## config.mk

```make
export PLATFORM = sky130hd
export DESIGN_NAME = stream_rr_arbiter
export DESIGN_NICKNAME = d
export VERILOG_FILES = /design/src/rtl/stream_rr_arbiter.sv
export SDC_FILE = /design/constraint.sdc
export NUM_CORES = 1
export LEC_CHECK = 0
export ABC_AREA = 1
export CAP_MARGIN = 20
export CORE_MARGIN = 2
export CORE_UTILIZATION = 41
export DETAILED_ROUTE_END_ITERATION = 7
export GPL_TIMING_DRIVEN = 0
export PLACE_DENSITY = 0.8
export SYNTH_ARGS = -nofsm -noshare
export SYNTH_HDL_FRONTEND = slang
export SYNTH_SLANG_ARGS = --single-unit
```

## constraint.sdc

```tcl
create_clock -name clk_i -period 3.04 [get_ports clk_i]
set_clock_uncertainty 0.05 [all_clocks]
set_input_delay 0.304 -clock clk_i [delete_from_list [all_inputs] [get_ports clk_i]]
set_output_delay 0.304 -clock clk_i [all_outputs]
set_load 0.05 [all_outputs]
```

## src/rtl/stream_rr_arbiter.sv

```systemverilog
// rtl/stream_rr_arbiter.sv - round-robin stream arbiter with per-packet lock
// A winner keeps the output until it sends a beat with last set; the search then restarts after it.
module stream_rr_arbiter #(
  parameter int DATA_SIZE = 8,
  parameter int NUM_REQ   = 4,
  localparam int IdW      = (NUM_REQ > 1) ? $clog2(NUM_REQ) : 1
) (
  input  logic                         clk_i,
  input  logic                         rst_clk_ni,
  input  logic [NUM_REQ*DATA_SIZE-1:0] req_data_i,
  input  logic [NUM_REQ-1:0]           req_valid_i,
  input  logic [NUM_REQ-1:0]           req_last_i,
  output logic [NUM_REQ-1:0]           req_ready_o,
  output logic [DATA_SIZE-1:0]         data_o,
  output logic                         data_last_o,
  output logic                         data_valid_o,
  input  logic                         data_ready_i,
  output logic [IdW-1:0]               grant_id_o
);

  typedef enum logic {StArbitrate, StLocked} state_e;

  state_e               state_q, state_d;
  logic [IdW-1:0]       ptr_q, ptr_d, lock_id_q, lock_id_d, sel;
  logic                 found, out_free, accept, sel_valid, sel_last;
  logic [DATA_SIZE-1:0] sel_data;

  // Two passes: requesters at or above ptr_q first, then the wrapped-around lower ones.
  always_comb begin
    sel   = '0;
    found = 1'b0;
    if (state_q == StLocked) begin
      sel   = lock_id_q;
      found = 1'b1;
    end else begin
      for (int i = 0; i < NUM_REQ; i++) begin
        if (!found && req_valid_i[i] && (IdW'(i) >= ptr_q)) begin
          found = 1'b1;
          sel   = IdW'(i);
        end
      end
      for (int i = 0; i < NUM_REQ; i++) begin
        if (!found && req_valid_i[i]) begin
          found = 1'b1;
          sel   = IdW'(i);
        end
      end
    end
  end

  always_comb begin
    sel_data  = '0;
    sel_last  = 1'b0;
    sel_valid = 1'b0;
    for (int i = 0; i < NUM_REQ; i++) begin
      if (IdW'(i) == sel) begin
        sel_data  = req_data_i[i*DATA_SIZE +: DATA_SIZE];
        sel_last  = req_last_i[i];
        sel_valid = req_valid_i[i];
      end
    end
  end

  assign out_free = !data_valid_o || data_ready_i;
  assign accept   = out_free && found && sel_valid;

  // While locked, ready follows the lock owner alone, not its valid.
  always_comb begin
    req_ready_o = '0;
    for (int i = 0; i < NUM_REQ; i++) begin
      req_ready_o[i] = rst_clk_ni && out_free && found && (IdW'(i) == sel);
    end
  end

  always_comb begin
    state_d   = state_q;
    ptr_d     = ptr_q;
    lock_id_d = lock_id_q;
    if (accept) begin
      if (sel_last) begin
        state_d = StArbitrate;
        ptr_d   = (sel == IdW'(NUM_REQ - 1)) ? '0 : sel + IdW'(1);
      end else begin
        state_d = StLocked;
        if (state_q == StArbitrate) lock_id_d = sel;
      end
    end
  end

  always_ff @(posedge clk_i or negedge rst_clk_ni) begin
    if (!rst_clk_ni) begin
      state_q      <= StArbitrate;
      ptr_q        <= '0;
      lock_id_q    <= '0;
      data_valid_o <= 1'b0;
      data_o       <= '0;
      data_last_o  <= 1'b0;
      grant_id_o   <= '0;
    end else begin
      state_q   <= state_d;
      ptr_q     <= ptr_d;
      lock_id_q <= lock_id_d;
      if (accept) begin
        data_valid_o <= 1'b1;
        data_o       <= sel_data;
        data_last_o  <= sel_last;
        grant_id_o   <= sel;
      end else if (data_ready_i) begin
        data_valid_o <= 1'b0;
      end
    end
  end

endmodule

```

; ---- Word level (Yosys, flattened, before mapping)
; Cells that the tools add are included.
[word_totals]
input_bits = 43
reg_bits = 17
word_cells = 90
[classes]
n_bitwise = 2
reduce_logical = 32
eq_ne = 4
addsub = 1
magnitude_cmp = 4
muxes = 40
[op_table]
columns = cell, count
row1 = $mux W8, 4
row2 = $mux W1, 28
row3 = $logic_and A1 B1 Y1, 19
row4 = $mux W2, 8
row5 = $logic_not A1 Y1, 8
row6 = $eq A2 B2 Y1 const A, 2
row7 = $ge A1 B2 Y1 const A, 2
row8 = $ge A2 B2 Y1 const A, 2
row9 = $reduce_and A3 Y1, 1
row10 = $add A2 B1 Y2 const B, 1
row11 = $eq A1 B2 Y1 const A, 1
row12 = $eq A2 B2 Y1 const B, 1
row13 = $logic_not A2 Y1, 1
row14 = $not A1 Y1, 2
row15 = $reduce_and A2 Y1, 1
row16 = $reduce_bool A2 Y1, 1
row17 = $logic_or A1 B1 Y1, 1

; ---- Logic depth before layout (Yosys ltp)
; Gate-level depths: netlist (run 1).
[depth]
depth_word = 42
mapped_depth = 20
mapped_depth_nobuf = 19

; ---- Worst setup path after synthesis (run 1)
; Ideal clock, no wire load.
[synth_path]
kind = register to output
startpoint = reg ptr_q[1]
endpoint = out req_ready_o[1]
setup_slack_ps = 534
path_buffers = 1
path_stages_with_launch = 13
arrival_ps = 2152
required_time_ps = 2686
path_cell_list = dfrtp_1 -> nand2_1 -> nand2_1 -> nand2_2 -> nor2_4 -> nand3b_1 -> nand3_1 -> nand2_1 -> inv_1 -> ha_1 -> buf_4 -> inv_1 -> nor2_1
[synth_between]
elab_chain_cells = 37
word_cells_on_any_way = 49
classes_between = order compare: 4 / eq/ne: 1 / mux: 24 / reduce/logical: 20
[synth_rtl]
columns = item, line
row1 = start: declaration, 24  ; logic [IdW-1:0] ptr_q, ptr_d, lock_id_q, lock_id_d, sel;
row2 = start signal: assignment, 101  ; ptr_q <= ptr_d;
row3 = $ge A1 B2 Y1, 37  ; if (!found && req_valid_i[i] && (IdW'(i) >= ptr_q)) begin
row4 = $logic_and A1 B1 Y1, 37
row5 = $mux W1, 37
row6 = $mux W1, 32  ; if (state_q == StLocked) begin
row7 = $logic_not A1 Y1, 37
row8 = $logic_and A1 B1 Y1 (2 in series), 37
row9 = $mux W1, 37
row10 = $mux W1, 32
row11 = [21 not listed], n/a
row12 = $mux W1, 32
row13 = $logic_not A1 Y1, 43  ; if (!found && req_valid_i[i]) begin
row14 = $logic_and A1 B1 Y1, 43
row15 = $mux W2 *, 43
row16 = $mux W2 *, 32
row17 = net sel[0], 24
row18 = $eq A1 B2 Y1 *, 71  ; req_ready_o[i] = rst_clk_ni && out_free && found && (IdW'(i) == sel);
row19 = $logic_and A1 B1 Y1 *, 71
row20 = end: declaration, 13  ; output logic [NUM_REQ-1:0] req_ready_o,
; The timed path passes the listed nets; every way through them passes the cells marked *. The select of a mux whose other input is x is not followed.

; ---- Worst setup path after layout (run 1)
[layout_path]
startpoint = in req_valid_i[0]
endpoint = out req_ready_o[1]
[layout_between]
elab_chain_cells = 36
word_cells_on_any_way = 45
classes_between = eq/ne: 1 / mux: 24 / reduce/logical: 20
[layout_rtl]
columns = item, line
row1 = start: declaration, 11  ; input logic [NUM_REQ-1:0] req_valid_i,
row2 = $logic_and A1 B1 Y1, 37
row3 = $mux W1, 37
row4 = $mux W1, 32
row5 = $logic_not A1 Y1, 37
row6 = $logic_and A1 B1 Y1 (2 in series), 37
row7 = $mux W1, 37
row8 = $mux W1, 32
row9 = $logic_not A1 Y1, 37
row10 = [20 not listed], n/a
row11 = $mux W1, 32
row12 = $logic_not A1 Y1, 43
row13 = $logic_and A1 B1 Y1, 43
row14 = $mux W2 *, 43
row15 = $mux W2 *, 32
row16 = net sel[0], 24
row17 = $eq A1 B2 Y1 *, 71
row18 = $logic_and A1 B1 Y1 *, 71
; Marks and branches as above.

==> metrics.md, run 1 <==
| Metric | Value |
|---|---|
| Status | `completed` |
| Clock Power Share | `0.051` |
| GRT Total Usage | `0.1911` |
| F_max | `about 360 MHz` |
| Crit path kind | `primary input to output port` |
| DR pass1 iterations | `4` |
| Internal power | `1.048 mW` |
| Yosys warning total | `0` |
| Combinational power share | `0.777` |
| First DRT Iteration DRCs | `between 70 and 80` |
| CP most frequent cell | `nand2_1` |
| Switching Fraction | `0.5446` |
| Worst-Skew Late Latency | `~0.28 ns` |
| Root Driver | `clkbuf_4` |
| Pwr/cell area | `around 1200 mW/mm²` |
| Cell count after synthesis | `~170` |
| Detail Placement HPWL | `2.612 mm` |
| Post-Layout Inst Area | `0.001908 mm²` |
| DR WL/cell | `11.91 µm` |
| Core Rows | `20` |
| GP Congestion | `between 0.7 and 0.8` |
| Initial antenna violation count | `0` |
| Hold Buf Count CTS | `0` |
| CP max stage delay | `~0.48 ns` |
| DIE HEIGHT | `around 60 µm` |
| Final Setup Violations | `0` |
| Simple-Gate Fraction of Synth Area | `0.3618` |
| IO Pins | `around 60` |
| Residual DRC count | `0` |
| Post-synth top area share | `0.3343` |
| Yosys reg bits | `17` |
| CP endpoint kind | `output port` |
| CTS Buf Count | `3` |
| Area contributors post-synth | `dfrtp_1 33%, nand2_1 19%, o21ai_2 4.8%` |
| First-pass GRT wire length | `about 5.1 mm` |
| Synth Area in XOR/XNOR | `0` |
| WP data arrival | `between 2 and 2.5 ns` |
| Clock sinks | `17` |
| Layout Nets | `roughly 280` |
| Die X | `59.71 µm` |
| Worst Hold Class | `primary input to async pin` |
| Combinational family with the most area after synthesis | `simple AND/OR/NAND/NOR gates` |
| Core area | `about 0.0030 mm²` |
| Setup TNS | `0 ns` |
| H-Tree Level Count | `1` |
| Primary FF master, synth | `dfrtp_1` |
| Count leader, synth | `nand2_1` |
| Max IR drop VDD | `~1000 µV` |
| Vias per cell | `approximately 4.8` |
| # diodes | `0` |
| Crit-path cells | `clkdlybuf4s50_1 -> nand2_1 -> nand2_1 -> nor2_4 -> nand3b_1 -> nand3_1 -> nand2_1 -> inv_1 -> ha_1 -> buf_4 -> inv_1 -> nor2_1 -> clkbuf_2` |
| Pre-CTS WS | `-0.2862 ns` |
| Yosys cell types | `28` |
| CP max FO | `10` |
| Placed inst area | `approximately 0.0019 mm²` |
| Number of max-cap violations | `0` |
| Clock Tree Buf Depth | `2` |
| Drt total wl | `3.192 mm` |
| Worst hold slack | `approximately 0.4 ns` |
| Via count | `~1.3k` |
| Die area | `approximately 0.0036 mm²` |
| Fill cells | `271` |
| Grt total ovfl | `0` |
| Ys async rst share | `1.000` |
| Fin. max-slew vios | `0` |
| Post-synth top area cell | `dfrtp_1` |
| Count of input and output buffers | `58` |
| Fin cells | `~270` |
| Worst Path Required | `~2.7 ns` |
| CTS tree | `done` |
| P_leak | `about 0.9 nW` |
| Final critical-path share of the clock period | `0.9258` |
| Slowest CP cell | `clkdlybuf4s50_1` |
| Synth top cells by count | `65 x nand2_1, 17 x dfrtp_1, 10 x a21oi_1, 10 x inv_1` |
| Initial core utilization | `0.4237` |
| Share of cells above drive strength 1 | `0.1532` |
| Synth Area in Adders | `0.03933` |
| Multiplexer share of the synthesized area | `0` |
| Synth Net Count | `220` |
| Net Sw Power | `approximately 1.3 mW` |
| Final core utilization | `0.6354` |
| Cells after DPL | `between 200 and 300` |
| Cell Area, Synth | `0.001272 mm²` |
| RSZ-0062 raised after global routing | `false` |
| Synth Area in Compound Gates | `0.1849` |
| Largest net degree at the start of global routing | `19` |
| Vias in the first global route | `about 1.1k` |
| Area Overhead vs Synth | `49.95%` |
| Final worst slack | `0.2256 ns` |
| Routed Antenna Nets | `0` |
| Register area share after synthesis | `0.3343` |
| Measured slew at the worst slew-check pin | `between 0.7 and 0.8 ns` |
| Reg power frac | `0.172` |
| Setup crit start kind | `primary input` |
| Clock transition at path regs | `0.09 ns` |
| Post-synth EDFFs | `0` |
| Tot Pwr | `2.301 mW` |
| Fin. Hold Viols | `0` |
| Slew headroom | `0.4900` |
| Final Critical Period | `2.814 ns` |
| Avg Inst Size Synth | `~7.4 µm²` |
## timing repair
| action | 4_1_cts | 5_1_grt |
|---|---|---|
| endpoints found under the setup margin | 3 | 4 |
| buffers inserted | 0 | 0 |
| resized for setup | 4 | 6 |
## worst max-delay path: cells and delay by family
kind	cells	cell delay [ns]
buffers and inverters	5	1.17
AND/OR/NAND/NOR	7	0.76
adder cells (fa/ha/maj)	1	0.24
## cells in the final DEF (no fill, tap or decap)
| cell | synthesis | routed |
|---|---|---|
| a21oi_2 | 1 | 1 |
| or2_2 | 2 | 2 |
| dlymetal6s2s_1 | 0 | 1 |
| nand2_2 | 4 | 4 |
| buf_4 | 1 | 1 |
| clkbuf_2 | 0 | 3 |
| o21ai_0 | 8 | 8 |
| a21oi_1 | 10 | 10 |
| inv_1 | 10 | 10 |
| nand3_4 | 1 | 1 |
| nand3b_1 | 1 | 1 |
| buf_6 | 3 | 3 |
| nand4_4 | 1 | 1 |
| clkbuf_4 | 0 | 3 |
| buf_2 | 1 | 1 |
| nand2_1 | 65 | 65 |
| nor2_4 | 3 | 3 |
| dfrtp_1 | 17 | 17 |
| o21ai_2 | 7 | 7 |
| ha_1 | 4 | 4 |
| inv_2 | 2 | 2 |
| clkdlybuf4s50_1 | 0 | 54 |
| o21a_1 | 8 | 8 |
| nand3_1 | 7 | 7 |
| inv_4 | 1 | 1 |
| nand3_2 | 1 | 1 |
| or2_0 | 1 | 1 |
| nor2_1 | 6 | 6 |
| o21ai_1 | 3 | 3 |
| nor2_2 | 2 | 2 |
| clkbuf_1 | 1 | 2 |
| nand4_1 | 2 | 2 |
## per-layer routing
metal,wire length [µm],part of all wire,global-route usage
met5,0,0,0
met4,72,0.023,0.09206
met3,201,0.063,0.03030
met2,1392,0.44,0.2888
met1,1527,0.48,0.2661
## state kept, by name, summed over array words and instances, names as in the netlist
| register | cells |
|---|---|
| ptr_q | 2 |
| data_last_o | 1 |
| data_valid_o | 1 |
| state_q | 1 |
| data_o | 8 |
| grant_id_o | 2 |
| lock_id_q | 2 |
## logic make-up after synthesis
logic type | count (synthesis)
flip-flops | 17
adder cells (fa/ha/maj) | 4
buffers and inverters | 19
AND/OR/NAND/NOR | 96
AO/OA/AOI/OAI | 37
## power by group through the flow
stage	Combinational [mW]	Clock, mW	Sequential (mW)
floorplan	1.11	0	0.635
global placement	1.79	0	0.396
detailed placement	1.80	0	0.399
CTS	1.80	0.121	0.396
global route	1.95	0.133	0.407
finish	1.79	0.117	0.395
## cell type report
cell class | instances | area [µm²] | area share
buffer | 6 | 50.05 | 0.02623
clock buffer | 4 | 26.28 | 0.01377
inverter | 13 | 51.30 | 0.02689
multi-input combinational | 137 | 745.7 | 0.3908
sequential | 17 | 425.4 | 0.2230
tap | 33 | 41.29 | 0.02164
timing repair buffer | 58 | 568.0 | 0.2977
## worst paths after layout
kind / startpoint / slack [ns] / end / depth (start not counted)
max: req_valid_i[0] / 0.23 / req_ready_o[1] / 13
min: rst_clk_ni / 0.41 / ptr_q[0] / 1
max reg2reg: ptr_q[0] / 0.46 / grant_id_o[0] / 18
min reg2reg: data_o[4] / 0.44 / data_o[4] / 2
max in group asynchronous: rst_clk_ni / 2.05 / data_o[3] / 1
min in group clk_i: data_o[4] / 0.44 / data_o[4] / 2
Note: power is estimated with default switching activity, not from simulation.
==> run 2, diff against run 1 <==
--- a/config.mk
+++ b/config.mk
@@ -5,13 +5,12 @@
 export SDC_FILE = /design/constraint.sdc
 export NUM_CORES = 1
 export LEC_CHECK = 0
-export ABC_AREA = 1
 export CAP_MARGIN = 20
 export CORE_MARGIN = 2
-export CORE_UTILIZATION = 41
+export CORE_UTILIZATION = 40
 export DETAILED_ROUTE_END_ITERATION = 7
 export GPL_TIMING_DRIVEN = 0
-export PLACE_DENSITY = 0.8
+export PLACE_DENSITY = 0.89
 export SYNTH_ARGS = -nofsm -noshare
 export SYNTH_HDL_FRONTEND = slang
 export SYNTH_SLANG_ARGS = --single-unit
==> run 2 against run 1 <==
- the flow now finishes with violations (DRC)
- final area rose by 1.4%
- core utilization grew 5.4 points
- setup slack got worse by 0.12 ns
- combinational power increased by 6%
- wire length grew 21%
- fmax shrank 4.0%
- via count shrank 2.2%
- total power grew 6.4%
- global-route usage is 2.1 points higher
- critical path depth down 5
==> metrics.md, run 2 <==
| Metric | Value |
|---|---|
| Detail Placement HPWL | `between 2 and 3 mm` |
| Pwr/cell area | `1265 mW/mm²` |
| Slowest CP cell | `dfrtp_2` |
| CP max FO | `10` |
| F_max | `between 300 and 400 MHz` |
| Area Overhead vs Synth | `61.38%` |
| Core area | `between 0.002 and 0.003 mm²` |
| GRT Total Usage | `0.2121` |
| Residual DRC count | `9` |
| Cell Area, Synth | `around 0.0012 mm²` |
| Fin. Hold Viols | `0` |
| CP endpoint kind | `output port` |
| First-pass GRT wire length | `5.533 mm` |
| DIE HEIGHT | `between 50 and 60 µm` |
| Final Critical Period | `2.933 ns` |
| Via count | `1261` |
| Initial core utilization | `0.4273` |
| Count of input and output buffers | `58` |
| Max IR drop VDD | `a little over 600 µV` |
| GP Congestion | `~0.9` |
| Yosys reg bits | `17` |
| Yosys warning total | `0` |
| Clock Tree Buf Depth | `2` |
| Register area share after synthesis | `0.3549` |
| Count leader, synth | `dfrtp_1` |
| Worst Hold Class | `primary input to async pin` |
| Vias in the first global route | `1232` |
| Final critical-path share of the clock period | `0.9648` |
| Setup crit start kind | `flop` |
| Share of cells above drive strength 1 | `0.2032` |
| Area contributors post-synth | `dfrtp_1 35%, mux2_4 10%, a221oi_1 5.1%` |
| Commonest non-fill, non-tap cell in the layout | `clkdlybuf4s50_1` |
| Grt total ovfl | `0` |
| Post-synth top area share | `0.3549` |
| Max FFs per register | `8` |
| Primary FF master, synth | `dfrtp_1` |
| Cell count after synthesis | `roughly 120` |
| Worst-Skew Late Latency | `0.29 ns` |
| Clock sinks | `17` |
| Worst hold slack | `0.4361 ns` |
| DR pass1 iterations | `6` |
| Most frequent cells in the layout | `51 x clkdlybuf4s50_1, 16 x dfrtp_1, 12 x nand2_1` |
| Drt total wl | `just under 4 mm` |
| Pre-CTS WS | `-0.7180 ns` |
| Yosys cell types | `37` |
| Synth Net Count | `approximately 170` |
| CTS tree | `done` |
| Avg Inst Size Synth | `roughly 10 µm²` |
| Die X | `~60 µm` |
| P_leak | `approximately 0.8 nW` |
| Routed Antenna Nets | `0` |
| Slew headroom | `0.4352` |
| CP Buf/Inv Count | `3` |
| Fin. max-slew vios | `0` |
| CP max stage delay | `0.46 ns` |
| H-Tree Level Count | `1` |
| Largest net degree at the start of global routing | `21` |
| Die area | `around 0.0035 mm²` |
| Crit path kind | `flop to output port` |
| First DRT Iteration DRCs | `56` |
| Failing checks | `DRC` |
| Initial antenna violation count | `0` |
| Measured slew at the worst slew-check pin | `0.8445 ns` |
| CTS Buf Count | `3` |
| Final core utilization | `0.6896` |
| Final worst slack | `between 0.1 and 0.15 ns` |
| Root Driver | `clkbuf_4` |
| Fill cells | `220` |
| Final Setup Violations | `0` |
| Ys async rst share | `1.000` |
| IO Pins | `between 50 and 60` |
| Worst Path Required | `between 2 and 3 ns` |
| Status | `finished, violations left` |
| Fin cells | `between 200 and 250` |
| Synth top cells by count | `17 x dfrtp_1, 12 x nand2_1, 11 x nor2_1` |
| Crit-path leading delay family | `buffers and inverters` |
| Clock transition at path regs | `0.09 ns` |
| Post-synth EDFFs | `0` |
| Number of max-cap violations | `0` |
| Biggest register | `data_o` |
| Post-synth top area cell | `dfrtp_1` |
| WP data arrival | `about 2.6 ns` |
| Crit-path cells | `and3b_1 -> o21a_1 -> o31ai_4 -> ha_1 -> buf_2 -> inv_1 -> nor2_1 -> clkdlybuf4s15_2` |
| # diodes | `0` |
| Core Rows | `19` |
| Layout Nets | `~240` |
| Tot Pwr | `between 2 and 2.5 mW` |
| Hold Buf Count CTS | `0` |
| Cells after DPL | `around 210` |
| Vias per cell | `about 5.8` |
| DR WL/cell | `~18 µm` |
[run 2: changes by cell type in the layout (fill, tap and decap cells not counted), moves of 5 or more]
cell | before | now
o21ai_0 | 8 | 3
nor2_1 | 6 | 11
o21ai_2 | 7 | 1
a21oi_1 | 10 | 3
o31ai_1 | 0 | 7
a221oi_1 | 0 | 7
nand2_1 | 65 | 12
nand3_1 | 7 | 0
inv_1 | 10 | 5
mux2_4 | 0 | 8
[run 2: path summary, 6_finish.rpt]
path	from	to	cells past startpoint	slack (ns)
max	ptr_q[1]	req_ready_o[3]	8	0.11
min	rst_clk_ni	grant_id_o[0]	1	0.44
max reg2reg	ptr_q[1]	data_o[7]	10	0.16
min reg2reg	data_last_o	data_last_o	2	0.47
max in group asynchronous	rst_clk_ni	ptr_q[1]	1	1.93
min in group clk_i	data_last_o	data_last_o	2	0.47
[run 2: cells by family (layout without fill, tap and decap cells)]
kind of cell	after synthesis	in the layout	synth area share
AND/OR/NAND/NOR	39	39	0.1722
AO/OA/AOI/OAI	37	37	0.2338
flip-flops	17	17	0.3549
multiplexers	14	14	0.1545
buffers and inverters	11	76	0.04279
adder cells (fa/ha/maj)	4	4	0.04176
[run 2: worst reg2reg max path: stages (launching register included)]
cell	delay (ns)
dfrtp_2	0.46
and3b_1	0.20
o21a_1	0.23
o31ai_4	0.25
inv_1	0.11
ha_2	0.23
a211oi_1	0.44
a211o_4	0.25
nor2_4	0.05
clkbuf_4	0.19
mux2_4	0.30
[run 2: what timing repair did]
item,4_1_cts,5_1_grt
setup endpoints to repair,20,16
pin swaps,0,3
buffers inserted,0,2
gates resized for setup,21,15
cloned,0,1
[run 2: per-layer routing]
layer	wire length, µm	track usage
met1	1541	0.2396
met3	267	0.05495
met5	0	0
met4	78	0.08442
met2	1973	0.3778
[run 2: final cells by class]
class,count,area [µm²],area share
multi-input combinational,94,779.5,0.4030
timing repair buffer,61,608.1,0.3144
sequential,17,426.7,0.2206
tap,31,38.79,0.02005
buffer,5,32.53,0.01682
clock buffer,4,26.28,0.01358
inverter,6,22.52,0.01164
[run 2: stage by stage]
step                       TNS, ns  area [µm²]
final                            0        1934
after global routing      -0.01571        1934
after CTS                        0        1861
after detailed placement    -10.16        1818
after global placement      -8.944        1818
after floorplan                  0        1199
[run 2: power breakdown]
part | total, mW | internal, mW | leakage [nW] | switching, mW
Sequential | 0.439 | 0.348 | 0.205 | 0.0908
Clock | 0.120 | 0.0512 | 0.0150 | 0.0690
Combinational | 1.89 | 0.847 | 0.583 | 1.04
Total | 2.45 | 1.25 | 0.804 | 1.20
==> run 3, diff against run 2 <==
--- a/config.mk
+++ b/config.mk
@@ -8,9 +8,10 @@
 export CAP_MARGIN = 20
 export CORE_MARGIN = 2
 export CORE_UTILIZATION = 40
+export CTS_CLUSTER_DIAMETER = 30
 export DETAILED_ROUTE_END_ITERATION = 7
 export GPL_TIMING_DRIVEN = 0
-export PLACE_DENSITY = 0.89
+export PLACE_DENSITY = 0.82
 export SYNTH_ARGS = -nofsm -noshare
 export SYNTH_HDL_FRONTEND = slang
 export SYNTH_SLANG_ARGS = --single-unit
==> run 3 against run 2 <==
- the run ends with DRC, setup timing left
- sequential power decreased by 0.9%
- count of clock-buffer cells in the layout unchanged
- first-iteration DRC count increased by 30%
- sequential share of layout area decreased by 0.16 points
- global-route usage decreased by 0.83 points
- register-to-register slack got worse by 0.17 ns
- highest routed layer unchanged
- critical path depth increased by 3
- wire length decreased by 0.78%
- clock power increased by 7%
==> metrics.md, run 3 (synthesis results as in run 2) <==
| Metric | Value |
|---|---|
| Clock transition at path regs | `around 0.10 ns` |
| Crit path kind | `flop to flop` |
| Core Rows | `19` |
| CP endpoint kind | `flop` |
| Worst Path Required | `3.19 ns` |
| Detail Placement HPWL | `between 2 and 3 mm` |
| Initial core utilization | `0.4273` |
| Initial antenna violation count | `0` |
| DR pass1 iterations | `6` |
| Crit-path cells | `or3b_2 -> o221ai_2 -> o21ai_2 -> inv_2 -> ha_1 -> nor3b_1 -> a211o_1 -> nor2_2 -> buf_6 -> buf_4 -> mux2_4` |
| First-pass GRT wire length | `about 5.3 mm` |
| Most frequent cells in the layout | `51 x clkdlybuf4s50_1, 16 x dfrtp_1, 12 x nand2_1` |
| Clock Tree Buf Depth | `2` |
| Status | `finished, violations left` |
| P_leak | `about 0.83 nW` |
| Die X | `58.74 µm` |
| Biggest register | `data_o` |
| Setup TNS | `-0.03861 ns` |
| Area occupied by multi-input gates | `between 700 and 800 µm²` |
| GP Congestion | `between 0.8 and 0.9` |
| Vias per cell | `between 5 and 6` |
| Fin. max-slew vios | `0` |
| Crit-path leading delay family | `simple AND/OR/NAND/NOR gates` |
| CP Buf/Inv Count | `3` |
| First DRT Iteration DRCs | `73` |
| GRT Total Usage | `0.2039` |
| Pwr/cell area | `about 1300 mW/mm²` |
| # diodes | `0` |
| Final worst slack | `-0.01350 ns` |
| Slew headroom | `0.4323` |
| Failing checks | `DRC, setup timing` |
| Max FFs per register | `8` |
| Commonest non-fill, non-tap cell in the layout | `clkdlybuf4s50_1` |
| Clock sinks | `17` |
| Via count | `between 1k and 1.5k` |
| H-Tree Level Count | `1` |
| Worst Setup SP | `ptr_q[1]` |
| Root Driver | `clkbuf_4` |
| CP max stage delay | `0.46 ns` |
| CTS Buf Count | `3` |
| Core area | `about 0.0028 mm²` |
| Final critical-path share of the clock period | `1.004` |
| Largest net degree at the start of global routing | `21` |
| Grt total ovfl | `0` |
| Final Critical Period | `3.053 ns` |
| Layout Nets | `about 240` |
| Die area | `0.003450 mm²` |
| CP max FO | `7` |
| DIE HEIGHT | `roughly 59 µm` |
| Vias in the first global route | `approximately 1.1k` |
| DR WL/cell | `17.26 µm` |
| Number of max-cap violations | `0` |
| Setup crit start kind | `flop` |
| Share of cells above drive strength 1 | `0.2304` |
| IO Pins | `about 60` |
| Max IR drop VDD | `~660 µV` |
| Final Setup Violations | `4` |
| Worst hold slack | `0.4201 ns` |
| Slowest CP cell | `dfrtp_2` |
| WP data arrival | `about 3.2 ns` |
| F_max | `~330 MHz` |
| Worst Hold Class | `primary input to async pin` |
| Count of input and output buffers | `a little under 60` |
| Fill cells | `between 200 and 250` |
| Pre-CTS WS | `-0.8588 ns` |
| Hold Buf Count CTS | `0` |
| Area Overhead vs Synth | `62.53%` |
| Residual DRC count | `9` |
| Register area | `approximately 430 µm²` |
| Worst-Skew Late Latency | `0.31 ns` |
| Measured slew at the worst slew-check pin | `~0.85 ns` |
| Routed Antenna Nets | `0` |
| Fin. Hold Viols | `0` |
| Drt total wl | `~3.8 mm` |
| CTS tree | `done` |
| R2r startpoint | `ptr_q[1]` |
[run 3: cell count changes in the layout (fill, tap and decap cells not counted), sizes merged]
cell           previous run  this run
buf                       8        14
clkbuf                    5         6
clkdlybuf4s15             3         0
[run 3: worst reg2reg max path, delay by kind of cell, from the launching register on]
family,cells,cell delay [ns]
flops,1,0.46
fa+ha+maj,1,0.23
buf+inv,3,0.45
compound gates,3,0.51
simple gates,3,0.95
mux,1,0.30
[run 3: where the power goes]
| part | switching (mW) | internal (mW) |
|---|---|---|
| Clock | 0.0772 | 0.0513 |
| Sequential | 0.0875 | 0.348 |
| Combinational | 1.06 | 0.891 |
| Total | 1.23 | 1.29 |
[run 3: final timing paths]
check                      slack [ns]  cells past startpoint           end
max                             -0.01                     11     data_o[1]
min                              0.42                      1     data_o[4]
max reg2reg                     -0.01                     11     data_o[1]
min reg2reg                      0.45                      1  lock_id_q[1]
max in group asynchronous        1.94                      1      ptr_q[1]
min in group clk_i               0.45                      1  lock_id_q[1]
[run 3: final cells by class]
cell class,instances,area share
plain buffers,5,0.01670
clock buffers,4,0.01349
inverters,6,0.01156
multi-input cells,94,0.4014
flip-flops and latches,17,0.2190
well taps,31,0.01991
repair buffers,65,0.3179
[run 3: per-layer routing]
| layer | GRT usage | vias to the layer above | share of wire |
|---|---|---|---|
| met3 | 0.04615 | 9 | 0.11 |
| met5 | 0 | - | 0 |
| li1 | - | 595 | - |
| met4 | 0.07468 | 0 | 0.022 |
| met2 | 0.3444 | 75 | 0.48 |
| met1 | 0.2535 | 588 | 0.39 |
[run 3: metrics by stage]
step / cells / instance area [µm²] / util / total power, mW
after global routing: 222 / 1948 / 0.6945 / 2.673
after floorplan: 122 / 1199 / - / 1.679
final: 222 / 1948 / 0.6945 / 2.516
after CTS: 215 / 1878 / 0.6695 / 2.339
after detailed placement: 211 / 1818 / 0.6481 / 2.147
after global placement: 211 / 1818 / 0.6481 / 2.095
[run 3: repair_timing]
action	in CTS	in global routing
buffers inserted	0	7
resized for setup	22	20
setup endpoints to repair	20	16
pin swaps	0	7
